File: src/rtl/led_seq_pkg.sv
// Shared encodings for the LED sequencer: FSM states, step modes, button indices
// and the pattern-advance function.
package led_seq_pkg;

    typedef enum logic [1:0] {
        ST_IDLE  = 2'b00,
        ST_RUN   = 2'b01,
        ST_PAUSE = 2'b10
    } state_e;

    typedef enum logic [1:0] {
        MODE_UP   = 2'b00,
        MODE_DOWN = 2'b01,
        MODE_ROL  = 2'b10,
        MODE_ROR  = 2'b11
    } mode_e;

    localparam int BTN_RUN  = 0;
    localparam int BTN_STEP = 1;
    localparam int BTN_LOAD = 2;

    // Rotating an all-zero pattern would stay dark forever, so it reseeds with bit 0.
    function automatic logic [7:0] next_led(input logic [7:0] cur, input mode_e m);
        logic [7:0] nxt;
        nxt = cur;
        case (m)
            MODE_UP:   nxt = cur + 8'd1;
            MODE_DOWN: nxt = cur - 8'd1;
            MODE_ROL:  nxt = (cur == 8'h00) ? 8'h01 : {cur[6:0], cur[7]};
            MODE_ROR:  nxt = (cur == 8'h00) ? 8'h01 : {cur[0], cur[7:1]};
            default:   nxt = cur;
        endcase
        return nxt;
    endfunction

endpackage

File: src/rtl/btn_debounce.sv
// Two-flop synchronizer plus debouncer: one press_pulse per accepted press, after
// DEBOUNCE_CYCLES consecutive high samples following a low level.
module btn_debounce #(
    parameter int DEBOUNCE_CYCLES = 250000
) (
    input  logic clk,
    input  logic rst_in,
    input  logic btn_raw,
    output logic press_pulse
);

    localparam int CNT_W = (DEBOUNCE_CYCLES > 1) ? $clog2(DEBOUNCE_CYCLES) : 1;
    localparam logic [CNT_W-1:0] CNT_LAST = CNT_W'(DEBOUNCE_CYCLES - 1);

    logic             sync1_q;
    logic             sync2_q;
    logic             fired_q;
    logic             press_q;
    logic [CNT_W-1:0] cnt_q;

    always_ff @(posedge clk) begin
        if (!rst_in) begin
            sync1_q <= 1'b0;
            sync2_q <= 1'b0;
            fired_q <= 1'b0;
            press_q <= 1'b0;
            cnt_q   <= '0;
        end else begin
            sync1_q <= btn_raw;
            sync2_q <= sync1_q;
            // NOTE: press_q defaults low every cycle, so it can only ever be a one-cycle pulse.
            press_q <= 1'b0;
            if (!sync2_q) begin
                cnt_q   <= '0;
                fired_q <= 1'b0;
            end else if (!fired_q) begin
                if (cnt_q == CNT_LAST) begin
                    press_q <= 1'b1;
                    fired_q <= 1'b1;
                end else begin
                    cnt_q <= cnt_q + CNT_W'(1);
                end
            end
        end
    end

    assign press_pulse = press_q;

endmodule

File: src/rtl/led_seq_ctrl.sv
// LED sequencer: debounced run/step/load buttons drive an IDLE/RUN/PAUSE FSM that
// advances an 8-bit pattern on a prescaled tick (RUN) or on a manual step.
module led_seq_ctrl
    import led_seq_pkg::*;
#(
    parameter int CLK_DIV         = 12500000,
    parameter int DEBOUNCE_CYCLES = 250000
) (
    input  logic       clk,
    input  logic       rst_in,
    input  logic [7:0] switch,
    input  logic [1:0] mode,
    input  logic [2:0] push_btn,
    output logic [7:0] led,
    output logic       step_out,
    output logic [1:0] state_out
);

    localparam int PRE_W = $clog2(CLK_DIV);
    localparam logic [PRE_W-1:0] PRE_LAST = PRE_W'(CLK_DIV - 1);

    logic run_p;
    logic step_p;
    logic load_p;

    btn_debounce #(.DEBOUNCE_CYCLES(DEBOUNCE_CYCLES)) u_btn_run (
        .clk(clk), .rst_in(rst_in), .btn_raw(push_btn[BTN_RUN]), .press_pulse(run_p)
    );
    btn_debounce #(.DEBOUNCE_CYCLES(DEBOUNCE_CYCLES)) u_btn_step (
        .clk(clk), .rst_in(rst_in), .btn_raw(push_btn[BTN_STEP]), .press_pulse(step_p)
    );
    btn_debounce #(.DEBOUNCE_CYCLES(DEBOUNCE_CYCLES)) u_btn_load (
        .clk(clk), .rst_in(rst_in), .btn_raw(push_btn[BTN_LOAD]), .press_pulse(load_p)
    );

    state_e           state_q;
    logic [7:0]       led_q;
    logic             step_q;
    logic [PRE_W-1:0] presc_q;

    logic in_run;
    logic term_cnt;
    logic advance;

    // Load beats a run toggle, which beats an advance; losers are dropped outright.
    assign in_run   = (state_q == ST_RUN);
    assign term_cnt = in_run && (presc_q == PRE_LAST);
    assign advance  = !load_p && !run_p && (in_run ? term_cnt : step_p);

    always_ff @(posedge clk) begin
        if (!rst_in) begin
            state_q <= ST_IDLE;
            led_q   <= 8'h00;
            step_q  <= 1'b0;
            presc_q <= '0;
        end else begin
            step_q <= advance;

            if (!in_run || load_p || term_cnt) begin
                presc_q <= '0;
            end else begin
                presc_q <= presc_q + PRE_W'(1);
            end

            if (load_p) begin
                led_q <= switch;
            end else if (advance) begin
                led_q <= next_led(led_q, mode_e'(mode));
            end

            if (run_p && !load_p) begin
                case (state_q)
                    ST_IDLE:  state_q <= ST_RUN;
                    ST_RUN:   state_q <= ST_PAUSE;
                    ST_PAUSE: state_q <= ST_RUN;
                    default:  state_q <= ST_IDLE;
                endcase
            end
        end
    end

    assign led       = led_q;
    assign step_out  = step_q;
    assign state_out = state_q;

endmodule

File: config.mk
export PLATFORM = sky130hd
export DESIGN_NAME = led_seq_ctrl
export DESIGN_NICKNAME = d
export VERILOG_FILES = /design/src/rtl/led_seq_pkg.sv /design/src/rtl/btn_debounce.sv /design/src/rtl/led_seq_ctrl.sv
export SDC_FILE = /design/constraint.sdc
export NUM_CORES = 1
export LEC_CHECK = 0
export BUFFER_PORTS_ARGS = -buffer_cell sky130_fd_sc_hd__buf_2
export CAP_MARGIN = 25
export CORE_UTILIZATION = 48
export DETAILED_ROUTE_END_ITERATION = 12
export GPL_ROUTABILITY_DRIVEN = 0
export GPL_TIMING_DRIVEN = 0
export MAX_ROUTING_LAYER = met4
export PLACE_DENSITY = 0.76
export SLEW_MARGIN = 15
export SYNTH_ARGS = -nofsm -noshare
export SYNTH_HDL_FRONTEND = slang
export SYNTH_SLANG_ARGS = --single-unit
File: constraint.sdc
create_clock -name clk -period 3.39 [get_ports clk]
set_input_delay 0.339 -clock clk [delete_from_list [all_inputs] [get_ports clk]]
set_output_delay 0.339 -clock clk [all_outputs]
set_load 0.02 [all_outputs]
Yosys cells after proc, flatten, opt, wreduce, memory -nomap -nowiden
Index checks and enable logic that the tools add are counted.

Eq/ne operators: 9. Reductions and logical operators: 24. Mux-type cells: 13. Bitwise gates (word level): 10. Add/subtract/negate cells: 6.

Operators by type and width (count): adder 18 x 1 -> 18 bit (second input constant) (3); equality test 18 bit (second input constant) (3); 2-to-1 mux 8 bit (4); case mux 8 bit (4 select lines) (1); adder 24 x 1 -> 24 bit (second input constant) (1); equality test 24 bit (second input constant) (1); AND reduction 2 bit (6); inverter 1 bit (10); OR reduction 3 bit (3); adder 8 x 1 -> 8 bit (second input constant) (1); logical NOT 8 bit (1); subtractor 8 x 1 -> 8 bit (second input constant) (1); 2-to-1 mux 1 bit (7); equality test 2 bit (second input constant) (3); equality test 2 x 1 -> 1 bit (second input constant) (2); logical AND 1 bit (4); logical NOT 2 bit (2); case mux 2 bit (2 select lines) (1); OR reduction 2 bit (2); logical NOT 1 bit (3); logical OR 1 bit (2); nonzero test 2 bit (1).

Input port bits: 15. Logic and storage cells: 81. Flip-flop bits (word level): 101.

Depth between registers and ports, before layout
Depth in word-level cells: 6. Gate-level depth with buffers: 11. Gate-level depth less buffers: 8.

Cells and area by module
A second synthesis with hierarchy kept.

Cells, all modules: 607. Area total of the unflattened synthesis: 5192.5 µm².

By module, submodules not included: btn_debounce (times used 3, cells each 118, area an instance 1042.2 µm²); led_seq_ctrl (times used 1, cells each 253, area an instance 2065.7 µm²).

Worst setup path before layout
No wires, ideal clock.

Path type: input -> register. From: input port mode[1]. To: register led_q[6] (netlist: led[6]). Stages: 11. Library setup time: 0.095 ns. Arrival time: 2.462 ns. Setup slack: 0.833 ns. Required time: 3.295 ns. Cell sequence: clkbuf_1 > clkbuf_1 > nand2b_1 > xnor2_1 > ha_1 > clkbuf_1 > or3b_2 > o22ai_1 > xnor2_1 > mux2i_1 > a221oi_1.

Word-level cells in the longest chain between the ends: 4. Elaborated cells on any way between the ends: 7. Classes of those cells: 3 x eq/ne; 3 x mux; 1 x reduce/logical.

RTL lines: start: declaration (line led_seq_ctrl.sv:12) `input logic [1:0] mode,`; equality test 2 bit, or another cell as far along (line led_seq_pkg.sv:26) `case (m)`; case mux 8 bit (4 select lines) (*) (line led_seq_pkg.sv:26); 2-to-1 mux 8 bit (*) (line led_seq_ctrl.sv:67) `end else if (advance) begin`; 2-to-1 mux 8 bit (*) (line led_seq_ctrl.sv:65) `if (load_p) begin`; end signal: assignment (line led_seq_ctrl.sv:66) `led_q <= switch;`; end signal: assignment (line led_seq_ctrl.sv:68) `led_q <= next_led(led_q, mode_e'(mode));`; end: declaration (line led_seq_ctrl.sv:37) `logic [7:0] led_q;`.

Every way passes the cells marked *; elsewhere a longest branch is shown, timed or not. The select of a mux whose other input is x is not followed. A chain may end at the register's enable or synchronous reset.

Worst setup path in the final report
Same ends and word-level chain as after synthesis.

==> metrics.cfg <==
[global_route]
grt_pass1_vias = 3911
grt_util_all_layers_pct = 20.8
overflow = 0
grt_start_max_net_pins = 18
antenna_found_initial = 0
grt_pass1_wl_mm = 18.1

[logic_synthesis]
ys_types = 61
yosysSeqAreaShare_pct = 40.7
synth-seq-cells = 101
synth_commonest_cells = dfxtp_1, nor2_1, nand2_1
synth_top_flop_cell = dfxtp_1
synthCells = 580
async_flop_share_pct = 0
yosys.area.top_type = dfxtp_1
synth_edf_count = 0
yosysWarnings = 0
yosysMostFrequentCell = dfxtp_1
synth_nets = 600
synth.avg_cell_area_um2 = 8.56
synthTopCellsByArea = dfxtp_1, xor2_1, nor2_1
syn_area_um2 = 4960
yosysTopAreaCellShare_pct = 40.7

[timing]
final-hold-violation-count = 0
clock.fmax_ghz = 0.400
setup_tns_ns = 0
setup_viol = 0
drv_slew = 0
max_slew.worst_pin.slew_ns = 0.739
slew_headroom_pct = 50.2
fin_crit_ns = 2.50
clock_skew_ns = 0.00961
rsz0062_at_grt = no
hold_slack_ns = 0.165
period_share_pct = 73.8

[routing]
antenna_left = 0
route.detailed.drc = 0
drt_first_pass_iters = 5
drtIter0Drc = 217
wirelength_mm = 10.4
wl_per_cell_um = 13.8
via_per_inst = 5.75
vias = 4331

[worst_setup_path]
critPathKind = in -> reg
ff2ff_path_depth = 9
start_kind = input port
worstSetupStartpoint = mode[1]
critPathCapture = led[6]
reg2reg_slack_ns = 1.04
worstReg2RegEnd = led[6]
rr_startpoint = led[1]
crit_arrival_ns = 2.79
cp_max_fo = 10
crit_required_ns = 3.68
critPathCaptureType = flip-flop

[power]
p_leak_nw = 1.85
p_total_mw = 1.94
swShare_pct = 23.7
powerDensity_nw_per_um2 = 357
p_clk_share_pct = 35.9
p_comb_share_pct = 2.7
switchingPower_mw = 0.459
p_seq_share_pct = 61.4
max-vdd-ir-drop_uv = 188
intPower_mw = 1.48

[floorplanning]
die_w_um = 104
io_pins = 26
chipHeight_um = 104
start_util_pct = 50.1
fp.coreArea_um2 = 9910
dieArea_um2 = 10800
num_rows = 36

[status]
status = complete, no violations

[place]
hpwl_mm = 7.40
portBuffers = 24
placed_area_um2 = 5260

[clocking]
cts_hold_buffers = 0
post_cts_buffers = 0
clk_path_buf_depth = 2
cts_buffers = 9
insertion_delay_ns = 0.37
clk_pin_slew_ns = 0.09
cts_tree = built
cts.sinks = 101
root_buffer = clkbuf_8
cts_resized = 0
h-tree-depth = 3

[final_layout]
drive_above_1_share_pct = 8.87
antenna_cells = 0
design_area_um2 = 5430
nNetsFinal = 636
area_growth_pct = 9.45

[flow_run]
drv_cap = 0

[hold_path]
holdCritStartpoint = push_btn[1]
min_path_type = in -> reg

power by group through the flow:
stage	sequential [mW]	combinational, mW	clock [mW]
4_1_cts	1.19	0.0512	0.724
2_1_floorplan	1.22	0.0329	0
3_3_place_gp	1.22	0.0500	0
3_5_place_dp	1.22	0.0508	0
5_1_grt	1.19	0.0580	0.778
6_report	1.19	0.0518	0.696
state kept, by name, summed over array words and instances, names as in the netlist, 2 cells and up:
signal,cells
u_btn_run.cnt_q,18
led,8
state_out,2
u_btn_step.cnt_q,18
presc_q,24
u_btn_load.cnt_q,18
stage by stage:
step,setup slack (ns),instances,utilization (%)
finish,0.889,753,54.8
global route,0.678,753,54.8
CTS,0.922,753,54.8
detailed placement,0.531,738,53.0
global placement,0.552,737,53.0
floorplan,0.833,580,-
cells in the final DEF (no fill, tap or decap), types with 11 or more instances in the layout:
cell type  instances
buf_2             24
nor3_1            15
dfxtp_1          101
a21oi_1           14
o21ai_0           18
xor2_1            40
nor2_1            79
nand3_1           25
inv_1             11
nand2_1           42
clkbuf_1          27
nand4_1           23
and2_1            11
xnor2_1           20
per-layer routing:
metal / wire length [um] / part of all wire [%] / GRT usage (%)
met4: 173 / 1.7 / 7.76
met2: 4680 / 45 / 31.6
met3: 521 / 5.0 / 3.84
met5: 0 / 0 / -
met1: 4990 / 48 / 27.4
worst max-delay path: stages:
cell and delay (ns):
clkbuf_1 0.30, clkbuf_1 0.39, nand2b_1 0.18, xnor2_1 0.07, ha_1 0.19, clkbuf_1 0.21
or3b_2 0.48, o22ai_1 0.18, xnor2_1 0.14, mux2i_1 0.08, a221oi_1 0.23
worst min path at each step:
stage               cells past startpoint                     end  slack, ns
finish                                  2      u_btn_step.sync1_q       0.16
global route                            2      u_btn_step.sync1_q       0.14
CTS                                     2      u_btn_step.sync1_q       0.15
detailed placement                      1      u_btn_step.sync2_q       0.42
global placement                        1      u_btn_step.sync2_q       0.42
floorplan                               1  u_btn_load.press_pulse       0.40
logic make-up (layout without fill, tap and decap cells):
| group | after synthesis | count (layout) | synth area share [%] |
|---|---|---|---|
| AO/OA/AOI/OAI | 95 | 95 | 13.6 |
| XOR/XNOR | 60 | 60 | 10.6 |
| flip-flops | 101 | 101 | 40.7 |
| AND/OR/NAND/NOR | 267 | 267 | 28.3 |
| multiplexers | 11 | 11 | 2.27 |
| buffers and inverters | 41 | 81 | 3.25 |
| adder cells (fa/ha/maj) | 5 | 5 | 1.26 |
area by class of cell:
cell class              instances  area [um^2]
flip-flops and latches        101         2020
inverters                      12         45.0
multi-input cells             438         2790
fillers                       921         4480
repair buffers                 25          124
clock buffers                   9          124
plain buffers                  29          116
well taps                     133          166
clock inverters                 6         48.8
No activity file was read; power rests on OpenSTA's default activity.
